## config.mk

```make
export PLATFORM = sky130hd
export DESIGN_NAME = mono_mode_ctrl
export DESIGN_NICKNAME = d
export VERILOG_FILES = /design/src/rtl/video_pkg.sv /design/src/rtl/vsync_edge_det.sv /design/src/rtl/mono_mode_ctrl.sv
export SDC_FILE = /design/constraint.sdc
export NUM_CORES = 1
export LEC_CHECK = 0
export CAP_MARGIN = 20
export CORE_MARGIN = 2
export CORE_UTILIZATION = 42
export CTS_CLUSTER_DIAMETER = 150
export CTS_CLUSTER_SIZE = 25
export DETAILED_ROUTE_END_ITERATION = 10
export PLACE_DENSITY = 0.78
export SLEW_MARGIN = 25
export SYNTH_ARGS = -nofsm -noshare
export SYNTH_HDL_FRONTEND = slang
export SYNTH_SLANG_ARGS = --single-unit
export TNS_END_PERCENT = 1
```

## constraint.sdc

```tcl
create_clock -name clk_vga -period 2.5 [get_ports clk_vga]
set_input_delay 0.375 -clock clk_vga [delete_from_list [all_inputs] [get_ports clk_vga]]
set_output_delay 0.375 -clock clk_vga [all_outputs]
set_load 0.02 [all_outputs]
```

## src/rtl/video_pkg.sv

```systemverilog
// video_pkg: mode encodings and controller state shared by the video output blocks
package video_pkg;
  localparam logic [1:0] MODE_COLOUR = 2'b00;
  localparam logic [1:0] MODE_GREEN  = 2'b01;
  localparam logic [1:0] MODE_AMBER  = 2'b10;
  localparam logic [1:0] MODE_WHITE  = 2'b11;
  typedef enum logic {ST_IDLE, ST_PENDING} state_t;
endpackage

```

## src/rtl/vsync_edge_det.sv

```systemverilog
// vsync_edge_det: one-cycle pulse on the leading edge of vertical sync
module vsync_edge_det #(
  parameter logic ACTIVE = 1'b0
) (
  input  logic clk,
  input  logic rst_n,
  input  logic vsync_i,
  output logic edge_o
);
  logic vs_q, armed_q;
  always_ff @(posedge clk) begin
    if (!rst_n) begin
      vs_q    <= ~ACTIVE;
      armed_q <= 1'b0;
    end else begin
      vs_q    <= vsync_i;
      armed_q <= armed_q | (vsync_i != ACTIVE);
    end
  end
  // armed_q masks a sync already in progress when reset is released
  assign edge_o = armed_q && (vsync_i == ACTIVE) && (vs_q != ACTIVE);
endmodule

```

## src/rtl/mono_mode_ctrl.sv

```systemverilog
// mono_mode_ctrl: monochrome palette select, changes deferred to vsync, hotkey rate-limited
module mono_mode_ctrl
  import video_pkg::*;
#(
  parameter logic [15:0] PORT_ADDR      = 16'h03DF,
  parameter int          HOLDOFF_FRAMES = 15,
  parameter logic        VSYNC_ACTIVE   = 1'b0
) (
  input  logic        clk_vga,
  input  logic        rst_n,
  input  logic [15:0] io_addr,
  input  logic        io_wr,
  input  logic        io_rd,
  input  logic [7:0]  io_din,
  output logic [7:0]  io_dout,
  input  logic        hotkey,
  input  logic        vga_vsync,
  output logic [1:0]  monochrome_switcher,
  output logic        mode_pending
);
  state_t     st_q, st_d;
  logic [1:0] act_q, act_d, pend_q, pend_d;
  logic [7:0] ho_q, ho_d, dout_d;
  logic       vs_edge, wr_hit, rd_hit, hk_ok, unused_din;
  vsync_edge_det #(.ACTIVE(VSYNC_ACTIVE)) u_vs (
    .clk(clk_vga), .rst_n(rst_n), .vsync_i(vga_vsync), .edge_o(vs_edge)
  );
  assign wr_hit     = io_wr && (io_addr == PORT_ADDR);
  assign rd_hit     = io_rd && (io_addr == PORT_ADDR);
  assign hk_ok      = hotkey && !wr_hit && (ho_q == 8'd0);
  assign unused_din = ^io_din[6:2];
  always_ff @(posedge clk_vga) begin
    if (!rst_n) begin
      st_q    <= ST_IDLE;
      act_q   <= MODE_COLOUR;
      pend_q  <= MODE_COLOUR;
      ho_q    <= 8'd0;
      io_dout <= 8'h00;
    end else begin
      st_q    <= st_d;
      act_q   <= act_d;
      pend_q  <= pend_d;
      ho_q    <= ho_d;
      io_dout <= dout_d;
    end
  end
  // commit first, then let a same-cycle request override state and pending mode
  always_comb begin
    st_d   = st_q;
    act_d  = act_q;
    pend_d = pend_q;
    ho_d   = (vs_edge && ho_q != 8'd0) ? ho_q - 8'd1 : ho_q;
    dout_d = rd_hit ? {5'b0, st_q == ST_PENDING, act_q} : 8'h00;
    if (vs_edge && st_q == ST_PENDING) begin
      act_d = pend_q;
      st_d  = ST_IDLE;
    end
    if (wr_hit) begin
      act_d  = io_din[7] ? io_din[1:0] : act_d;
      pend_d = io_din[7] ? pend_q : io_din[1:0];
      st_d   = io_din[7] ? ST_IDLE : ST_PENDING;
    end else if (hk_ok) begin
      pend_d = ((st_q == ST_PENDING) ? pend_q : act_q) + 2'd1;
      st_d   = ST_PENDING;
      ho_d   = 8'(HOLDOFF_FRAMES);
    end
  end
  assign monochrome_switcher = act_q;
  assign mode_pending        = (st_q == ST_PENDING);
endmodule

```

==> summary.md, run 1 <==
| Metric | Value |
|---|---|
| First-pass GRT wire length | `3822 um` |
| Final Skew | `0.7896 ps` |
| Setup TNS | `0 ps` |
| # IOs | `41` |
| Share of flip-flops with an asynchronous set or reset | `0%` |
| Crit path to | `ho_q[7]` |
| Relative slew slack | `58.18%` |
| Overall routing resource usage | `18.65%` |
| Mapped Area | `1027 um2` |
| Die ar. | `2857 um2` |
| FMAX | `0.4708 GHz` |
| Fillers | `209` |
| Slew Limit Fails | `0` |
| Antenna Cells | `0` |
| Peak supply drop | `0.6509 mV` |
| TritonCTS Sinks | `18` |
| Sw Ratio | `36.67%` |
| Final Hold Viols | `0` |
| R2r endpoint | `ho_q[7]` |
| Yosys cell types | `44` |
| R2R cell count | `6` |
| Gpl congestion | `0.7825` |
| Total number of vias | `908` |
| Hpwl dp | `1810 um` |
| Clk root buf | `clkbuf_4` |
| Worst hold path depth | `2` |
| Max clock buf depth | `2` |
| Reg-to-Reg Start | `ho_q[0]` |
| Min-Delay Path Class | `reg2reg` |
| Post-layout nets | `170` |
| Period utilization | `84.97%` |
| Die Y | `53.46 um` |
| Post_cts resized | `0` |
| Comb pwr share | `42.7%` |
| Worst Max-Slew Pin Slew | `622.2 ps` |
| Warnings, synthesis | `0` |
| Largest net degree at the start of global routing | `13` |
| Dpl ws | `176.7 ps` |
| Final worst slack | `375.8 ps` |
| Endpoints failing setup | `0` |
| PortBufs | `30` |
| CP cell instances | `inv_1 > ha_1 > nor3b_2 > a2111o_1 > or4b_1 > a211oi_1` |
| P_sw | `387.6 uW` |
| Critical path arrival | `2340 ps` |
| Slowest CP cell | `or4b_1` |
| Clock share of power | `17.6%` |
| Number of global-route vias before repair | `904` |
| Setup crit start | `ho_q[0]` |
| Sequential-to-total area share from yosys stat | `35.08%` |
| RSZ-0062 raised after global routing | `false` |
| FF/Latch Area | `360.3 um2` |
| DRC Markers | `0` |
| Clock latency on the worst-skew pair | `300 ps` |
| Pleak | `0.5564 nW` |
| Multi-input logic area | `618.1 um2` |
| Total congestion overflow | `0` |
| Final WL | `2310 um` |
| Tmin final | `2124 ps` |
| Sequential fraction of design power | `39.7%` |
| TritonRoute pass-1 iters | `4` |
| Kind of critical path | `reg2reg` |
| Core Box Area | `2255 um2` |
| Number of routed nets with antenna violations | `0` |
| Layout cells sized above 1 | `12.41%` |
| Status | `finished, final reports clean` |
| CTS tree | `yes` |
| Htree depth | `1` |
| Reg clk slew, reported paths | `110 ps` |
| Mapped Avg Cell Area | `9.783 um2` |
| Area share of the largest cell type after synthesis | `35.08%` |
| Crit-path max FO | `8` |
| Hold slack | `515.3 ps` |
| Avg WL per Cell | `14.00 um` |
| Max cap viols | `0` |
| Synth area leader | `dfxtp_1` |
| First DRT Iteration DRCs | `7` |
| Initial core utilization | `45.56%` |
| Antenna violations before repair | `0` |
| Vias per cell | `5.503` |
| Worst Path Required | `2720 ps` |
| Critical Path End Type | `register` |
| FF-to-FF setup slack | `380 ps` |
| CTS buffer count | `3` |
| Post-synthesis cell count | `105` |
| Synth Register Bits | `18` |
| CP startpoint kind | `register` |
| Synth area leaders | `dfxtp_1, mux2i_1, xnor2_1` |
| Area grow syn2layout | `33.98%` |
| Post-CTS Setup Inserts | `0` |
| Die X | `53.46 um` |
| Post-synth EDFFs | `0` |
| Post-CTS Hold Buffers | `0` |
| Site Rows | `17` |
| Internal | `669.5 uW` |
| Slowest cell delay on critical path | `470 ps` |
| PwrDens | `768.1 nW/um2` |
| Ys flop type | `dfxtp_1` |
## metal layers
layer	vias to the layer above	GRT usage (%)	wire [um]
li1	445	-	-
met1	439	19.01	950
met2	22	36.01	1239
met3	2	5.932	112
met4	0	4.274	8
met5	-	0	0
## worst min-delay path by stage
| stage | startpoint | endpoint |
|---|---|---|
| 2_1_floorplan | ho_q[7] | ho_q[7] |
| 4_1_cts | ho_q[7] | ho_q[7] |
| 3_5_place_dp | ho_q[7] | ho_q[7] |
| 6_report | ho_q[7] | ho_q[7] |
| 3_3_place_gp | ho_q[7] | ho_q[7] |
| 5_1_grt | ho_q[7] | ho_q[7] |
## placed cells by master (no fill, tap or decap), types with 2 or more instances in the layout
cell type and n:
or3_1 2, a31oi_1 2, and2_1 3, nand4b_1 2
inv_1 5, nand2_1 5, and3_1 2, nor3_1 2
ha_1 2, or4b_1 3, clkbuf_4 3, a211oi_1 4
dfxtp_1 18, conb_1 5, nand3_1 2, clkdlybuf4s50_1 30
xnor2_1 5, mux2_2 2, nor2_1 4, mux2i_1 7
o21a_1 4, xor2_1 2
## area by class of cell
class,count,share of cell area [%]
clock buffers,4,2.636
inverters,5,1.364
multi-input cells,79,44.91
flip-flops and latches,18,26.18
well taps,28,2.545
repair buffers,31,22.36
## registers in the layout, indices dropped and copies added (netlist names)
| signal | cells |
|---|---|
| io_dout | 3 |
| pend_q | 2 |
| mode_pending | 1 |
| u_vs.vs_q | 1 |
| ho_q | 8 |
| monochrome_switcher | 2 |
| u_vs.armed_q | 1 |
## power groups by stage
stage	sequential [mW]	clock, mW	combinational [mW]
after floorplan	0.417	0	0.334
after global placement	0.422	0	0.432
after detailed placement	0.425	0	0.449
after CTS	0.418	0.190	0.451
after global routing	0.429	0.203	0.504
final	0.420	0.186	0.452
## critical path: cells and delay by family (launching register included)
| family | cells | cell delay (ps) |
|---|---|---|
| compound gates | 2 | 710 |
| fa+ha+maj | 1 | 200 |
| simple gates | 2 | 670 |
| flops | 1 | 370 |
| buf+inv | 1 | 90 |
## cell families after synthesis
logic type               synth area share (%)
adder cells (fa/ha/maj)                 2.436
other                                  0.3651
multiplexers                            9.014
AO/OA/AOI/OAI                           16.20
buffers and inverters                   6.212
XOR/XNOR                                5.968
flip-flops                              35.08
AND/OR/NAND/NOR                         24.73
## metrics by stage
step / instance area, um2 / util, % / instances / total power, mW
4_1_cts: 1376 / 61.04 / 165 / 1.059
6_report: 1376 / 61.04 / 165 / 1.057
3_3_place_gp: 1340 / 59.43 / 161 / 0.8540
2_1_floorplan: 1042 / - / 109 / 0.7514
3_5_place_dp: 1340 / 59.43 / 161 / 0.8732
5_1_grt: 1376 / 61.04 / 165 / 1.136
## cell usage after synthesis (3+ instances only)
cell type and number:
buf_4 5, and2_1 3, xnor2_1 5, dfxtp_1 18
or4b_1 3, inv_1 5, o21a_1 4, nand2_1 5
nor2_1 4, a211oi_1 4, mux2i_1 7
(Power assumes the default switching activity.)
==> run 2, diff against run 1 <==
--- a/config.mk
+++ b/config.mk
@@ -7,11 +7,11 @@
 export LEC_CHECK = 0
 export CAP_MARGIN = 20
 export CORE_MARGIN = 2
-export CORE_UTILIZATION = 42
+export CORE_UTILIZATION = 38
 export CTS_CLUSTER_DIAMETER = 150
 export CTS_CLUSTER_SIZE = 25
 export DETAILED_ROUTE_END_ITERATION = 10
-export PLACE_DENSITY = 0.78
+export PLACE_DENSITY = 0.74
 export SLEW_MARGIN = 25
 export SYNTH_ARGS = -nofsm -noshare
 export SYNTH_HDL_FRONTEND = slang
==> constraint.sdc (replaced) <==
create_clock -name clk_vga -period 1.8 [get_ports clk_vga]
set_input_delay 0.27 -clock clk_vga [delete_from_list [all_inputs] [get_ports clk_vga]]
set_output_delay 0.27 -clock clk_vga [all_outputs]
set_load 0.02 [all_outputs]
==> summary.md, run 2 (synthesis results as in run 1) <==
| Metric | Value |
|---|---|
| Sw Ratio | `34.95% (-1.7 points)` |
| Core Box Area | `2522 um2 (+12%)` |
| Critical Path End Type | `register` |
| Internal | `1.060 mW (+58%)` |
| Avg WL per Cell | `13.05 um (-6.8%)` |
| Area grow syn2layout | `44.21%` |
| Htree depth | `1 (unchanged)` |
| Fillers | `223 (+6.7%)` |
| Failing checks | `setup timing` |
| Crit-path max FO | `3 (-5)` |
| Final Hold Viols | `0 (unchanged)` |
| Site Rows | `18 (+1)` |
| Layout cells sized above 1 | `23.29% (+11 points)` |
| DRC Markers | `0 (unchanged)` |
| TritonCTS Sinks | `18 (unchanged)` |
| Die Y | `55.99 um (+4.7%)` |
| Dpl cell area | `1419 um2 (+5.9%)` |
| Tmin final | `1849 ps (-275.5 ps)` |
| Number of global-route vias before repair | `910 (+0.66%)` |
| Min-Delay Path Class | `reg2reg` |
| Pleak | `0.6062 nW (+8.9%)` |
| FMAX | `0.5409 GHz (+15%)` |
| Largest net degree at the start of global routing | `11 (-2)` |
| Die ar. | `3135 um2 (+9.7%)` |
| # IOs | `41 (unchanged)` |
| Reg clk slew, reported paths | `100 ps (about the same)` |
| Largest reg by FF count | `ho_q` |
| Placed insts | `172 (+6.8%)` |
| Max reg flops | `8 (unchanged)` |
| Commonest cells after routing, fill and taps aside | `clkdlybuf4s50_1, dfxtp_1, buf_4` |
| CP startpoint kind | `register` |
| Initial core utilization | `40.72% (-4.8 points)` |
| Antenna violations before repair | `0 (unchanged)` |
| Number of routed nets with antenna violations | `0 (unchanged)` |
| Top Registers | `ho_q (8), io_dout (3)` |
| First DRT Iteration DRCs | `21 (+14)` |
| Status | `finished, violations left` |
| Slew Limit Fails | `0 (unchanged)` |
| Pwr Total | `1.629 mW (+54%)` |
| Period utilization | `102.7% (+18 points)` |
| Max clock buf depth | `2 (unchanged)` |
| Gpl congestion | `0.8368 (+6.9%)` |
| Sequential fraction of design power | `36.2% (-3.5 points)` |
| Post-layout nets | `179 (+5.3%)` |
| RSZ-0062 raised after global routing | `true` |
| PortBufs | `30 (unchanged)` |
| TritonRoute pass-1 iters | `4 (unchanged)` |
| Vias per cell | `5.170 (-6.0%)` |
| CTS tree | `yes` |
| Endpoints failing setup | `1 (+1)` |
| Hpwl dp | `1920 um (+6.1%)` |
| Total number of vias | `910 (+0.22%)` |
| Clk root buf | `clkbuf_4` |
| Final Non-Filler Cells | `176 (+6.7%)` |
| Worst Path Required | `2020 ps (-700 ps)` |
| Antenna Cells | `0 (unchanged)` |
| Max cap viols | `0 (unchanged)` |
| Clock share of power | `15.3% (-2.3 points)` |
| Die X | `55.99 um (+4.7%)` |
| P_sw | `569.3 uW (+47%)` |
| First-pass GRT wire length | `3919 um (+2.5%)` |
| Kind of critical path | `reg2reg` |
| Final worst slack | `-48.67 ps (-424.5 ps)` |
| Comb pwr share | `48.5% (+5.8 points)` |
| CTS buffer count | `3 (unchanged)` |
| Total congestion overflow | `0 (unchanged)` |
| Commonest non-fill, non-tap cell in the layout | `clkdlybuf4s50_1` |
| Final instance area | `1481 um2 (+7.6%)` |
| Peak supply drop | `0.6950 mV (+6.8%)` |
| PwrDens | `1100 nW/um2 (+43%)` |
| Overall routing resource usage | `15.99% (-2.7 points)` |
| Critical path arrival | `2070 ps (-270 ps)` |
| Final WL | `2297 um (-0.56%)` |
| Clock latency on the worst-skew pair | `290 ps (about the same)` |
| Final Skew | `3.261 ps (+2.471 ps)` |
| Hold slack | `523.2 ps (+7.984 ps)` |
| Util after Layout | `58.73% (-2.3 points)` |
==> run 2: metal layers <==
| metal | up-vias | global-route usage [%] | wire length, um |
|---|---|---|---|
| li1 | 466 | - | - |
| met1 | 413 | 17.83 | 954 |
| met2 | 27 | 28.91 | 1181 |
| met3 | 4 | 3.953 | 123 |
| met4 | 0 | 6.122 | 37 |
| met5 | - | 0 | 0 |
==> run 2: per-stage QoR <==
stage | setup TNS, ps | setup WS, ps
2_1_floorplan | -14.48 | -14.48
4_1_cts | -69.17 | -67.67
3_5_place_dp | -4174 | -364.5
5_1_grt | -353.1 | -137.0
3_3_place_gp | -3768 | -279.5
6_report | -48.67 | -48.67
==> run 2: cell type report <==
cell class	count	area, um2	area share [%]
flip-flops and latches	18	362.8	24.49
inverters	5	18.77	1.267
multi-input cells	79	650.6	43.92
well taps	30	37.54	2.534
repair buffers	40	375.4	25.34
clock buffers	4	36.28	2.449
==> run 2: critical path, stage by stage (launching register included) <==
cell	delay, ps
dfxtp_2	350
inv_2	50
ha_4	140
nor3b_4	140
a2111o_1	390
or4b_4	500
a211oi_2	200
==> run 2: worst paths after layout <==
path,from,to,slack [ps],depth (start not counted)
setup / recovery,ho_q[0],ho_q[7],-50,6
hold reg to reg,monochrome_switcher[1],io_dout[1],520,1
setup reg to reg,ho_q[0],ho_q[7],-50,6
hold / removal,monochrome_switcher[1],io_dout[1],520,1
==> run 2: power by group through the flow <==
| stage | registers [mW] | clock network, mW | logic (mW) |
|---|---|---|---|
| CTS | 0.589 | 0.262 | 0.787 |
| finish | 0.590 | 0.249 | 0.790 |
| global placement | 0.591 | 0 | 0.737 |
| detailed placement | 0.599 | 0 | 0.761 |
| floorplan | 0.589 | 0 | 0.483 |
| global route | 0.604 | 0.281 | 0.882 |
==> run 2: repair_timing <==
item | in CTS | in global routing
endpoints found under the setup margin | 2 | 9
resized for setup | 4 | 3
setup buffers | 0 | 0
pin swaps | 0 | 0
hold buffers | 0 | 0
==> run 3, diff against run 2 <==
--- a/config.mk
+++ b/config.mk
@@ -5,6 +5,7 @@
 export SDC_FILE = /design/constraint.sdc
 export NUM_CORES = 1
 export LEC_CHECK = 0
+export ABC_CLOCK_PERIOD_IN_PS = 1800
 export CAP_MARGIN = 20
 export CORE_MARGIN = 2
 export CORE_UTILIZATION = 38
@@ -16,4 +17,4 @@
 export SYNTH_ARGS = -nofsm -noshare
 export SYNTH_HDL_FRONTEND = slang
 export SYNTH_SLANG_ARGS = --single-unit
-export TNS_END_PERCENT = 1
+export TNS_END_PERCENT = 100
==> summary.md, run 3 (synthesis results as in run 1) <==
| Metric | Value |
|---|---|
| P_sw | `583.2 uW (+2.4%)` |
| Total number of vias | `914 (+0.44%)` |
| Sw Ratio | `35.41% (+0.47 points)` |
| CTS buffer count | `3 (unchanged)` |
| Antenna violations before repair | `0 (unchanged)` |
| Max clock buf depth | `2 (unchanged)` |
| Die X | `55.99 um (unchanged)` |
| Top Registers | `ho_q (8), io_dout (3)` |
| Worst Path Required | `2020 ps (about the same)` |
| RSZ-0062 raised after global routing | `true` |
| Critical path arrival | `2070 ps (about the same)` |
| DRC Markers | `0 (unchanged)` |
| Number of routed nets with antenna violations | `0 (unchanged)` |
| Max cap viols | `0 (unchanged)` |
| Internal | `1.064 mW (+0.37%)` |
| Dpl ws | `-364.5 ps (unchanged)` |
| Layout cells sized above 1 | `24.49% (+1.2 points)` |
| CTS tree | `yes` |
| Largest reg by FF count | `ho_q` |
| Comb pwr share | `48.9% (+0.4 points)` |
| Commonest non-fill, non-tap cell in the layout | `clkdlybuf4s50_1` |
| Critical Path End Type | `register` |
| Hpwl dp | `1920 um (unchanged)` |
| Reg clk slew, reported paths | `110 ps (about the same)` |
| Fillers | `224 (+0.45%)` |
| TritonCTS Sinks | `18 (unchanged)` |
| Antenna Cells | `0 (unchanged)` |
| FF/Latch Area | `362.8 um2 (unchanged)` |
| Gpl congestion | `0.8368 (unchanged)` |
| Crit-path max FO | `3 (unchanged)` |
| Die Y | `55.99 um (unchanged)` |
| # IOs | `41 (unchanged)` |
| Period utilization | `102.9% (+0.23 points)` |
| Post-CTS Hold Buffers | `0 (unchanged)` |
| Total congestion overflow | `0 (unchanged)` |
| CP startpoint kind | `register` |
| Min-Delay Path Class | `reg2reg` |
| Endpoints failing setup | `1 (unchanged)` |
| Final Skew | `6.183 ps (+2.922 ps)` |
| Pleak | `0.6315 nW (+4.2%)` |
| Area grow syn2layout | `46.65%` |
| Vias per cell | `5.164 (-0.13%)` |
| Initial core utilization | `40.72% (unchanged)` |
| Clk root buf | `clkbuf_4` |
| Site Rows | `18 (unchanged)` |
| Util after Layout | `59.72% (+0.99 points)` |
| Hold slack | `527.6 ps (+4.318 ps)` |
| Tmin final | `1853 ps (+4.178 ps)` |
| Commonest cells after routing, fill and taps aside | `clkdlybuf4s50_1, dfxtp_1, buf_4` |
| FMAX | `0.5397 GHz (-0.23%)` |
| Final Hold Viols | `0 (unchanged)` |
| Final WL | `2360 um (+2.7%)` |
| Clock share of power | `15.3% (about the same)` |
| Htree depth | `1 (unchanged)` |
| Avg WL per Cell | `13.33 um (+2.2%)` |
| TritonRoute pass-1 iters | `4 (unchanged)` |
| PwrDens | `1093 nW/um2 (-0.58%)` |
| Peak supply drop | `0.7054 mV (+1.5%)` |
| Post-layout nets | `180 (+0.56%)` |
| Failing checks | `setup timing` |
| Final worst slack | `-52.85 ps (-4.178 ps)` |
| Kind of critical path | `reg2reg` |
| Max reg flops | `8 (unchanged)` |
| Sequential fraction of design power | `35.9% (-0.3 points)` |
| Clock latency on the worst-skew pair | `300 ps (about the same)` |
| PortBufs | `30 (unchanged)` |
| Core Box Area | `2522 um2 (unchanged)` |
| Status | `finished, violations left` |
| First DRT Iteration DRCs | `20 (-4.8%)` |
| Die ar. | `3135 um2 (unchanged)` |
| Overall routing resource usage | `15.99% (unchanged)` |
| Slew Limit Fails | `0 (unchanged)` |
| Number of global-route vias before repair | `910 (unchanged)` |
| Largest net degree at the start of global routing | `11 (unchanged)` |
| Multi-input logic area | `663.1 um2 (+1.9%)` |
| First-pass GRT wire length | `3919 um (unchanged)` |
run 3: worst paths after layout:
path / from / endpoint / slack, ps / cells past startpoint
max: ho_q[0] / ho_q[7] / -50 / 6
min: monochrome_switcher[1] / io_dout[1] / 530 / 1
max reg2reg: ho_q[0] / ho_q[7] / -50 / 6
min reg2reg: monochrome_switcher[1] / io_dout[1] / 530 / 1
run 3: worst max-delay path, stage by stage (launching register included):
cell	delay, ps
dfxtp_2	350
inv_2	50
ha_4	140
nor3b_4	140
a2111o_1	390
or4b_4	500
a211oi_2	200
run 3: through the flow:
step	instances	total power, mW	area (um2)	setup TNS [ps]
floorplan	109	1.071	1051	-14.48
global placement	172	1.329	1419	-3768
detailed placement	172	1.359	1419	-4174
CTS	176	1.639	1476	-69.17
global route	177	1.779	1506	-265.0
finish	177	1.647	1506	-52.85
run 3: routing by layer:
layer | vias up | wire (um) | GRT usage [%]
li1 | 468 | - | -
met4 | 0 | 36 | 6.122
met2 | 29 | 1215 | 28.91
met3 | 4 | 122 | 3.953
met1 | 413 | 985 | 17.83
met5 | - | 0 | 0
run 3: repair_timing:
item / CTS / global route
buffers inserted: 0 / 1
pin swaps: 0 / 4
setup endpoints to repair: 2 / 9
resized for setup: 4 / 7
run 3: layout make-up:
type | instances | share of cell area [%]
clock buffers | 4 | 2.409
inverters | 5 | 1.246
multi-input cells | 79 | 44.02
flip-flops and latches | 18 | 24.09
well taps | 30 | 2.492
repair buffers | 41 | 25.75
run 3: power groups by stage:
| stage | Clock [mW] | Sequential [mW] | Combinational (mW) |
|---|---|---|---|
| global placement | 0 | 0.591 | 0.737 |
| CTS | 0.262 | 0.589 | 0.787 |
| detailed placement | 0 | 0.599 | 0.761 |
| global route | 0.281 | 0.604 | 0.895 |
| floorplan | 0 | 0.589 | 0.483 |
| finish | 0.251 | 0.591 | 0.805 |
